==> config.mk <==
export PLATFORM = sky130hd
export DESIGN_NAME = pipeline_ctrl
export DESIGN_NICKNAME = d
export VERILOG_FILES = /design/src/rtl/pipe_ctrl_pkg.sv /design/src/rtl/pipeline_ctrl_hazard_detect.sv /design/src/rtl/pipeline_ctrl.sv
export SDC_FILE = /design/constraint.sdc
export NUM_CORES = 1
export LEC_CHECK = 0
export BUFFER_PORTS_ARGS = -buffer_cell sky130_fd_sc_hd__buf_2
export CAP_MARGIN = 30
export CELL_PAD_IN_SITES_DETAIL_PLACEMENT = 1
export CELL_PAD_IN_SITES_GLOBAL_PLACEMENT = 2
export CORE_ASPECT_RATIO = 0.9
export CORE_MARGIN = 2
export CORE_UTILIZATION = 35
export CTS_CLUSTER_SIZE = 24
export DETAILED_ROUTE_END_ITERATION = 10
export PLACE_DENSITY = 0.95
export SLEW_MARGIN = 20
export SYNTH_ARGS = -nofsm -noshare
export SYNTH_HDL_FRONTEND = slang
export SYNTH_HIERARCHICAL = 1
export SYNTH_SLANG_ARGS = --single-unit
==> constraint.sdc <==
create_clock -name clk -period 3 [get_ports clk]
set_input_delay 0.6 -clock clk [delete_from_list [all_inputs] [get_ports clk]]
set_output_delay 0.6 -clock clk [all_outputs]
set_load 0.01 [all_outputs]
==> src/rtl/pipe_ctrl_pkg.sv <==
// Shared definitions for the pipeline sequencing controller and the decoder.
// Latency: n/a (types and constants only).
// Backpressure: n/a.
package pipe_ctrl_pkg;

   // Controller FSM states
   typedef enum logic [0:0] {
      RUN      = 1'b0,
      MEM_WAIT = 1'b1
   } state_t;

   // Opcode constants shared with the decoder
   localparam logic [6:0] R_TYPE = 7'b0110011;
   localparam logic [6:0] LW     = 7'b0000011;
   localparam logic [6:0] SW     = 7'b0100011;
   localparam logic [6:0] BR     = 7'b1100011;
   localparam logic [6:0] JAL    = 7'b1101111;
   localparam logic [6:0] JALR   = 7'b1100111;
   localparam logic [6:0] I_TYPE = 7'b0010011;

endpackage

==> src/rtl/pipeline_ctrl_hazard_detect.sv <==
// Load-use hazard detector: ID source registers against the EX load destination.
// Latency: purely combinational.
// Backpressure: none; the caller decides whether the hazard is honoured.
module hazard_detect
   import pipe_ctrl_pkg::*;
(
   input  logic [4:0] id_rs1,
   input  logic [4:0] id_rs2,
   input  logic       id_uses_rs1,
   input  logic       id_uses_rs2,
   input  logic       ex_mem_read,
   input  logic [4:0] ex_rd,
   output logic       load_use
);

   logic rs1_hit;
   logic rs2_hit;

   // x0 is never a real dependency, so a load to x0 cannot create a hazard
   always_comb begin
      rs1_hit  = id_uses_rs1 && (id_rs1 == ex_rd);
      rs2_hit  = id_uses_rs2 && (id_rs2 == ex_rd);
      load_use = ex_mem_read && (ex_rd != 5'd0) && (rs1_hit || rs2_hit);
   end

endmodule

==> src/rtl/pipeline_ctrl.sv <==
// Pipeline sequencer: stage enables/flushes, dmem handshake, stall/flush counters.
// Latency: control outputs are combinational; counters and mem_timeout are registered.
// Backpressure: a pending dmem access freezes every stage until dmem_ready.
module pipeline_ctrl
   import pipe_ctrl_pkg::*;
#(
   parameter int MAX_WAIT = 16,
   parameter int CNT_W    = 32
) (
   input  logic             clk,
   input  logic             reset,
   input  logic [4:0]       id_rs1,
   input  logic [4:0]       id_rs2,
   input  logic             id_uses_rs1,
   input  logic             id_uses_rs2,
   input  logic             ex_MemRead,
   input  logic [4:0]       ex_rd,
   input  logic             ex_branch_taken,
   input  logic             ex_EhJAL,
   input  logic             ex_EhJALR,
   input  logic             mem_MemRead,
   input  logic             mem_MemWrite,
   input  logic             dmem_ready,
   output logic             dmem_req,
   output logic             pc_en,
   output logic             if_id_en,
   output logic             id_ex_en,
   output logic             ex_mem_en,
   output logic             mem_wb_en,
   output logic             if_id_flush,
   output logic             id_ex_flush,
   output logic             mem_wb_flush,
   output logic             mem_timeout,
   output logic [CNT_W-1:0] stall_cycles,
   output logic [CNT_W-1:0] flush_events
);

   localparam int WC_W = $clog2(MAX_WAIT + 1);
   localparam logic [WC_W-1:0] WC_MAX = WC_W'(MAX_WAIT);

   state_t          state;
   state_t          state_nxt;
   logic [WC_W-1:0] wait_cnt;
   logic [WC_W-1:0] wait_cnt_nxt;

   logic mem_acc;
   logic redirect;
   logic load_use;
   logic freeze;
   logic redirect_apply;

   assign mem_acc  = mem_MemRead | mem_MemWrite;
   assign redirect = ex_branch_taken | ex_EhJAL | ex_EhJALR;

   hazard_detect u_hazard_detect (
      .id_rs1      (id_rs1),
      .id_rs2      (id_rs2),
      .id_uses_rs1 (id_uses_rs1),
      .id_uses_rs2 (id_uses_rs2),
      .ex_mem_read (ex_MemRead),
      .ex_rd       (ex_rd),
      .load_use    (load_use)
   );

   // Next state, wait counter and per-stage enables/flushes; reset forces everything low
   always_comb begin
      state_nxt      = state;
      wait_cnt_nxt   = wait_cnt;
      freeze         = 1'b0;
      redirect_apply = 1'b0;
      dmem_req       = mem_acc;
      pc_en          = 1'b1;
      if_id_en       = 1'b1;
      id_ex_en       = 1'b1;
      ex_mem_en      = 1'b1;
      mem_wb_en      = 1'b1;
      if_id_flush    = 1'b0;
      id_ex_flush    = 1'b0;
      mem_wb_flush   = 1'b0;

      case (state)
         RUN: begin
            if (mem_acc && !dmem_ready) begin
               freeze       = 1'b1;
               state_nxt    = MEM_WAIT;
               wait_cnt_nxt = WC_W'(1);
            end
         end
         MEM_WAIT: begin
            if (!dmem_ready) begin
               freeze = 1'b1;
               if (wait_cnt != WC_MAX) begin
                  wait_cnt_nxt = wait_cnt + 1'b1;
               end
            end else begin
               state_nxt    = RUN;
               wait_cnt_nxt = '0;
            end
         end
         default: begin
            state_nxt    = RUN;
            wait_cnt_nxt = '0;
         end
      endcase

      // Memory wait outranks redirect, which outranks load-use
      if (freeze) begin
         pc_en        = 1'b0;
         if_id_en     = 1'b0;
         id_ex_en     = 1'b0;
         ex_mem_en    = 1'b0;
         mem_wb_en    = 1'b0;
         mem_wb_flush = 1'b1;
      end else if (redirect) begin
         redirect_apply = 1'b1;
         if_id_flush    = 1'b1;
         id_ex_flush    = 1'b1;
      end else if (load_use) begin
         pc_en       = 1'b0;
         if_id_en    = 1'b0;
         id_ex_flush = 1'b1;
      end

      if (!reset) begin
         redirect_apply = 1'b0;
         dmem_req       = 1'b0;
         pc_en          = 1'b0;
         if_id_en       = 1'b0;
         id_ex_en       = 1'b0;
         ex_mem_en      = 1'b0;
         mem_wb_en      = 1'b0;
         if_id_flush    = 1'b0;
         id_ex_flush    = 1'b0;
         mem_wb_flush   = 1'b0;
      end
   end

   // FSM state, wait counter and the sticky timeout flag
   always_ff @(posedge clk or negedge reset) begin
      if (!reset) begin
         state       <= RUN;
         wait_cnt    <= '0;
         mem_timeout <= 1'b0;
      end else begin
         state    <= state_nxt;
         wait_cnt <= wait_cnt_nxt;
         if (wait_cnt_nxt == WC_MAX) begin
            mem_timeout <= 1'b1;
         end
      end
   end

   // Saturating performance counters, visible the cycle after the event
   always_ff @(posedge clk or negedge reset) begin
      if (!reset) begin
         stall_cycles <= '0;
         flush_events <= '0;
      end else begin
         if (!pc_en && (stall_cycles != '1)) begin
            stall_cycles <= stall_cycles + 1'b1;
         end
         if (redirect_apply && (flush_events != '1)) begin
            flush_events <= flush_events + 1'b1;
         end
      end
   end

endmodule

* Word level (Yosys, flattened, before mapping)
Cells that the tools add are included.
** Storage, ports and cells
- Flip-flop bits (word level) :: 71
- Latch bits :: 0
- Memory bits (writable) :: 0
- Memory bits (read-only) :: 0
- Input port bits :: 26
- Output and inout port bits :: 74
- Word-level logic and storage cells :: 52
- Memories :: 0
** Operators by class
- $add $sub $neg :: 3
- Multipliers :: 0
- Div/mod/pow operators :: 0
- $lt $le $gt $ge :: 0
- Equal/unequal tests :: 6
- Shift-type cells :: 0
- Multiplexer cells :: 23
- Bitwise gates (word level) :: 4
- Reduce and logical (&&, ||, !) cells :: 11
** Operators with widths (count)
- 32-bit by 1-bit adder with 32-bit output (second input constant) :: 2
- 32-bit inequality test (second input constant) :: 2
- 1-bit two-way mux :: 18
- 5-bit two-way mux :: 3
- 5-bit == test :: 2
- 5-bit one-hot mux with 2 select lines :: 1
- 1-bit logical AND :: 7
- 5-bit by 1-bit adder with 5-bit output (second input constant) :: 1
- 5-bit == test (second input constant) :: 1
- 5-bit inequality test (second input constant) :: 1
- 5-bit nonzero test :: 1
- 1-bit bitwise OR :: 3
- 1-bit logical NOT :: 2
- 1-bit one-hot mux with 2 select lines :: 1
- 1-bit logical OR :: 1
- 1-bit inverter :: 1

* Longest topological paths before layout
Gate-level depths: netlist of run 1.
- Depth in word-level cells :: 10
- Depth in mapped cells :: 10

* By module
The synthesis of run 1 kept the hierarchy.
** By module, submodules not included
- pipeline_ctrl :: times used 1, cells each 339, area each 3585.9 um^2, seq. area each 1776.7 um^2
- hazard_detect :: times used 1, cells each 17, area each 133.9 um^2, seq. area each 0.0 um^2

* Worst setup path before layout of run 1
No wires, ideal clock.
- Path type :: in2reg
- From :: in ex_rd[0]
- To :: reg stall_cycles[16]
- Arrival :: 2570 ps
- Required time :: 2873 ps
- Setup slack :: 303 ps
- Cell stages on the path :: 10
- Cells stage by stage :: xor2_1 > nor4_2 > nand3_1 > a21oi_1 > inv_1 > o221ai_4 > inv_4 > a311o_1 > or4_4 > xnor2_2
** Between the ends
- Word-level cells in the longest chain between the ends :: 10
- Elaborated cells between the ends (all ways) :: 14
- Those cells by class :: eq/ne: 2; mux: 4; reduce/logical: 8
** RTL lines
- from (decl) :: line pipeline_ctrl.sv:17 : input logic [4:0] ex_rd,
- 5-bit == test, on equally long branches :: line pipeline_ctrl_hazard_detect.sv:21, pipeline_ctrl_hazard_detect.sv:22
- 1-bit logical AND, on equally long branches :: line pipeline_ctrl_hazard_detect.sv:21, pipeline_ctrl_hazard_detect.sv:22
- 1-bit logical OR :: line pipeline_ctrl_hazard_detect.sv:23 : load_use = ex_mem_read && (ex_rd != 5'd0) && (rs1_hit || rs2_hit);
- 1-bit logical AND * :: line pipeline_ctrl_hazard_detect.sv:23
- via load_use :: line pipeline_ctrl.sv:48 : logic load_use;
- 1-bit two-way mux * (4 in a row)
- via if_id_en :: line pipeline_ctrl.sv:26 : output logic if_id_en,
- 1-bit logical NOT * :: line pipeline_ctrl.sv:159 : if (!pc_en && (stall_cycles != '1)) begin
- 1-bit logical AND * :: line pipeline_ctrl.sv:159
- to (signal assigned) :: line pipeline_ctrl.sv:160 : stall_cycles <= stall_cycles + 1'b1;
- to (decl) :: line pipeline_ctrl.sv:34 : output logic [CNT_W-1:0] stall_cycles,
Mark *: on every way through the listed nets, which the timed path passes. The rest lies on a longest branch.
A chain may end at the register's enable or synchronous reset.

* Final worst setup path of run 1
- From :: in ex_rd[1]
- To :: out pc_en
** Between the ends
- Word-level cells in the longest chain between the ends :: 8
- Elaborated cells between the ends (all ways) :: 12
- Those cells by class :: eq/ne: 2; mux: 4; reduce/logical: 6
** RTL lines
- 5-bit == test, on equally long branches :: line pipeline_ctrl_hazard_detect.sv:21, pipeline_ctrl_hazard_detect.sv:22
- 1-bit logical AND, on equally long branches :: line pipeline_ctrl_hazard_detect.sv:21, pipeline_ctrl_hazard_detect.sv:22
- 1-bit logical OR :: line pipeline_ctrl_hazard_detect.sv:23
- 1-bit logical AND * :: line pipeline_ctrl_hazard_detect.sv:23
- via load_use :: line pipeline_ctrl.sv:48
- 1-bit two-way mux * :: line pipeline_ctrl.sv:118 : end else if (load_use) begin
- 1-bit two-way mux * :: line pipeline_ctrl.sv:114 : end else if (redirect) begin
- 1-bit two-way mux * :: line pipeline_ctrl.sv:107 : if (freeze) begin
- 1-bit two-way mux * :: line pipeline_ctrl.sv:124 : if (!reset) begin
- to (decl) :: line pipeline_ctrl.sv:25 : output logic pc_en,
Marks and branches as above.

==> results.yml, run 1 <==
status:
  outcome: "complete, no violations"
cells_and_area:
  multi_input_area_um2: 1870
  drive_gt1_share_pct: 28.8
  regArea_um2: 1780
  final_cell_count_no_fill: 601
  n_fill_cell: 1174
  diodes: 0
  area_delta_synth_final_pct: 28.6
  final_nets: 497
yosys:
  synth_flop_cell: "dfrtp_1"
  synth_cell_types: 48
  async_flop_share_pct: 100
  yosysSeqAreaShare_pct: 47.8
  synthTopCellsByArea: "dfrtp_1, xnor2_1, nand3_1"
  synthTopCellsByCount: "dfrtp_1, xnor2_1, nand3_1"
  synth_edf_count: 0
  synth_top_area_cell: "dfrtp_1"
  synth_seq_cells: 71
  synth.most_common_cell: "dfrtp_1"
  synth_top_cell_area_share_pct: 47.8
  syn_area_um2: 3720
  syn_nets: 386
  netlist_instances: 356
  yosysWarnings: 6
  syn_avg_cell_area_um2: 10.4
clocking:
  clockBufferDepth: 2
  cts-resized-gates: 0
  clock-sinks: 71
  cts_tree: "yes"
  post_cts_buffers: 0
  clk_latency_ns: 0.33
  cts_root_buf: "clkbuf_16"
  htreeDepth: 3
  clkSlewWorstSetupHoldPaths_ns: 0.06
  cts_hold_buf: 0
  cts_made_buffers: 9
detailed_routing:
  drc: 0
  drt_iter0_drc: 114
  routed_wl_um: 10300
  drtPass1Iterations: 4
  ant_nets: 0
  wire_per_inst_um: 17.2
  vias: 3185
  via_per_inst: 5.30
place:
  dpl.cell_count: 585
  dpl.hpwl_um: 7680
  io_buffers: 99
  dpl_worst_slack_ns: 0.00797
  routabilityCongestion: 0.808
timing:
  tightest_slew_ns: 0.750
  fin_crit_sh_pct: 91.0
  hold_slack_ns: 0.146
  tns_ns: 0
  maxSlewHeadroom_pct: 50.0
  rsz0062_at_grt: "false"
  fmax_ghz: 0.366
  setup_slack_ns: 0.271
  drv_slew: 0
  skew_ns: 0.00622
  hold_viol_final: 0
  setup_viol: 0
  min_period_ns: 2.73
floorplan:
  core_um2: 10300
  dieHeight_um: 102
  io_pins: 100
  die-area_um2: 11500
  dieWidth_um: 113
  placementRows: 35
  start_util_pct: 36.1
grt:
  grtUsageTotal_pct: 18.7
  grt_max_degree: 59
  grt_pass1_vias: 3352
  antenna_found_initial: 0
  grt_pass1_wl_um: 17000
  grt-ovfl-total: 0
critical_path:
  critical_path.max_fanout: 8
  r2r_end: "flush_events[28]$_DFFE_PN0P_"
  r2r_cells: 6
  arrival_ns: 2.13
  endpoint_kind: "primary output"
  reg2reg_from: "flush_events[0]$_DFFE_PN0P_"
  start_kind: "input port"
  cp.required_ns: 2.40
  ff2ff_setup_slack_ns: 0.71
  path_class: "in2out"
flow_run:
  drv_cap: 0
pwr:
  p_clk_share_pct: 44.7
  switching_share_pct: 26.4
  p_int_w: 0.00221
  finalPower_w: 0.00301
  p_switching_w: 0.000794
  comb_power_share_pct: 15.2
  vdd.ir_drop.worst_mv: 0.369
  p_leak_nw: 2.22
  p_per_area_nw_per_um2: 629
  seq_power_share_pct: 40.1
hold_path:
  hp-class: "in2async"
==> cells by family (layout without fill, tap and decap cells) <==
family	Yosys count	count (layout)	share of synthesized area (%)
xor gates and xnor gates	73	73	17.4
muxes	2	2	0.605
DFF	71	71	47.8
and+or+nand+nor	170	170	26.3
buffers and inverters	16	132	1.98
adders and majority gates	4	4	1.35
AOI/OAI and AO/OA	20	20	4.57
==> routing by layer <==
layer  up-vias  part of all wire, %  global-route usage (%)
li1       1510                    -                       -
met1      1605                   44                    23.2
met2        63                   51                    32.7
met3         7                  3.7                    5.27
met4         0                  1.0                    4.13
met5         -                    0                       0
==> worst max-delay path: stages <==
cell      delay, ns
buf_2          0.12
xor2_1         0.16
nor4_1         0.39
nand3_1        0.13
a21oi_1        0.20
inv_1          0.10
o221ai_4       0.18
inv_4          0.09
buf_2          0.15
==> area by class of cell <==
class | count | share of cell area [%]
Inverter | 9 | 0.759
Tap cell | 129 | 3.38
Sequential cell | 71 | 37.2
Clock inverter | 5 | 2.67
Timing Repair Buffer | 107 | 11.7
Multi-Input combinational cell | 269 | 39.1
Clock buffer | 11 | 5.29
==> worst max path at each step <==
stage                     startpoint                           end  depth (start not counted)
after floorplan             ex_rd[0]  stall_cycles[16]$_DFFE_PN0P_                         10
after global placement      ex_rd[0]  stall_cycles[16]$_DFFE_PN0P_                         11
after detailed placement    ex_rd[1]  stall_cycles[16]$_DFFE_PN0P_                         11
after CTS                   ex_rd[1]                      if_id_en                          9
after global routing        ex_rd[1]                      if_id_en                          9
final                       ex_rd[1]                         pc_en                          9
==> state kept, by name, summed over array words and instances, names as in the netlist <==
name,count
flush_events,32
mem_timeout,1
stall_cycles,32
state,1
wait_cnt,5
==> per-stage QoR <==
stage / utilization [%] / area [um2]
2_1_floorplan: - / 3720
5_1_grt: 46.5 / 4780
6_report: 46.5 / 4780
4_1_cts: 46.5 / 4780
3_5_place_dp: 42.8 / 4400
3_3_place_gp: 42.8 / 4400
==> placed cells by master (no fill, tap or decap), drive strengths merged, types with 2 or more instances in the layout <==
cell type and count:
o2111ai 2, nor4 7, nand2 22, buf 107
xor2 20, ha 4, nor3 10, nand4b 3
o21ai 5, clkbuf 11, xnor2 53, nor2 20
mux2 2, nand4 26, and3 13, nand3 40
a22o 2, and4 11, and2 4, nor2b 3
bufinv 4, dfrtp 71, or4 4, nand2b 2
inv 9
==> power groups by stage <==
stage | registers [W] | logic [W] | clock network [W]
6_report | 0.00121 | 0.000458 | 0.00134
3_3_place_gp | 0.00121 | 0.000440 | 0
4_1_cts | 0.00121 | 0.000468 | 0.00138
2_1_floorplan | 0.00123 | 0.000216 | 0
5_1_grt | 0.00123 | 0.000513 | 0.00142
3_5_place_dp | 0.00122 | 0.000466 | 0
No activity file was read; power rests on OpenSTA's default activity.
==> run 2: changes to the inputs <==
Clock period 3 ns to 3.45 ns, I/O delays scaled along.
==> results.yml, run 2 (synthesis gave the netlist of run 1 again) <==
cells_and_area:
  diodes: 0
  final_common_cell: "buf_2"
  final_cell_count_no_fill: 597
  n_fill_cell: 1180
  final_nets: 495
  reg_top3: "flush_events (32), stall_cycles (32), wait_cnt (5)"
  area_delta_synth_final_pct: 25.1
  mostFrequentLayoutCells: "buf_2, dfrtp_1, xnor2_1"
  drive_gt1_share_pct: 27.8
timing:
  skew_ns: 0.00661
  fmax_ghz: 0.355
  rsz0062_at_grt: "false"
  tightest_slew_ns: 0.805
  hold_viol_final: 0
  maxSlewHeadroom_pct: 46.3
  min_period_ns: 2.82
  setup_slack_ns: 0.634
  drv_slew: 0
  tns_ns: 0
  setup_viol: 0
  fin_crit_sh_pct: 81.6
clocking:
  cts_tree: "yes"
  cts-resized-gates: 0
  clockBufferDepth: 2
  post_cts_buffers: 0
  clk_latency_ns: 0.33
  cts_made_buffers: 9
  cts_hold_buf: 0
  clkSlewWorstSetupHoldPaths_ns: 0.05
  clock-sinks: 71
  cts_root_buf: "clkbuf_16"
  htreeDepth: 3
detailed_routing:
  wire_per_inst_um: 16.7
  vias: 3167
  drc: 0
  via_per_inst: 5.30
  drt_iter0_drc: 154
  drtPass1Iterations: 6
  ant_nets: 0
  routed_wl_um: 9960
critical_path:
  start_kind: "input port"
  endpoint_kind: "primary output"
  path_class: "in2out"
  cp.required_ns: 2.76
  critical_path.max_fanout: 8
  arrival_ns: 2.13
floorplan:
  die-area_um2: 11500
  dieWidth_um: 113
  io_pins: 100
  start_util_pct: 36.1
  core_um2: 10300
  dieHeight_um: 102
  placementRows: 35
place:
  dpl_worst_slack_ns: 0.449
  routabilityCongestion: 0.809
  io_buffers: 99
  dpl.hpwl_um: 7490
  dpl.cell_count: 583
status:
  outcome: "complete, no violations"
flow_run:
  drv_cap: 0
grt:
  grt_pass1_vias: 3224
  grt_pass1_wl_um: 16400
  grt-ovfl-total: 0
  antenna_found_initial: 0
  grtUsageTotal_pct: 18.1
  grt_max_degree: 61
pwr:
  vdd.ir_drop.worst_mv: 0.418
  finalPower_w: 0.00229
  p_leak_nw: 2.16
  p_per_area_nw_per_um2: 493
hold_path:
  hp-class: "in2async"
run 2: cell types whose count changed in the layout (fill, tap and decap cells not counted), sizes merged:
cell,before,now
bufinv,4,0
clkbuf,11,13
clkinv,0,1
clkinvlp,1,0
buf,107,105
run 2: metal layers:
metal | routed length (um) | part of all wire, % | up-vias | global-route usage [%]
met4 | 120 | 1.2 | 0 | 5.63
met2 | 4930 | 49 | 70 | 30.9
met5 | 0 | 0 | - | 0
li1 | - | - | 1503 | -
met1 | 4510 | 45 | 1584 | 22.5
met3 | 407 | 4.1 | 10 | 5.03
run 2: final timing paths:
kind,slack (ns),start,endpoint,depth (start not counted)
min in group clk,0.48,mem_timeout$_DFFE_PN0N_,mem_timeout$_DFFE_PN0N_,2
max in group asynchronous,2.15,reset,stall_cycles[4]$_DFFE_PN0P_,2
hold reg to reg,0.48,mem_timeout$_DFFE_PN0N_,mem_timeout$_DFFE_PN0N_,2
hold / removal,0.23,reset,flush_events[6]$_DFFE_PN0P_,1
setup reg to reg,0.97,flush_events[23]$_DFFE_PN0P_,flush_events[1]$_DFFE_PN0P_,5
setup / recovery,0.63,ex_rd[1],pc_en,9
run 2: cell type report:
type	count	area [um2]	area share (%)
well taps	129	161	3.47
clock inverters	1	5.00	0.108
clock buffers	13	260	5.59
multi-input cells	269	1870	40.2
repair buffers	105	543	11.7
inverters	9	36.3	0.780
flip-flops and latches	71	1780	38.2
run 2: stage by stage:
stage | cell area, um2 | hold slack [ns] | utilization, %
2_1_floorplan | 3720 | 0.394 | -
3_3_place_gp | 4390 | 0.453 | 42.6
3_5_place_dp | 4390 | 0.468 | 42.6
4_1_cts | 4650 | 0.223 | 45.2
5_1_grt | 4650 | 0.230 | 45.2
6_report | 4650 | 0.233 | 45.2
run 2: critical path: stages:
cell,delay [ns]
buf_2,0.12
xor2_1,0.16
nor4_1,0.31
nand3_1,0.12
a21oi_1,0.19
inv_1,0.10
o221ai_4,0.18
inv_4,0.09
buf_2,0.16
run 2: power breakdown:
group	switching, W	total, W	internal, W
Clock	0.000328	0.000844	0.000517
Combinational	0.000213	0.000399	0.000186
Sequential	0.000127	0.00105	0.000920
Total	0.000668	0.00229	0.00162
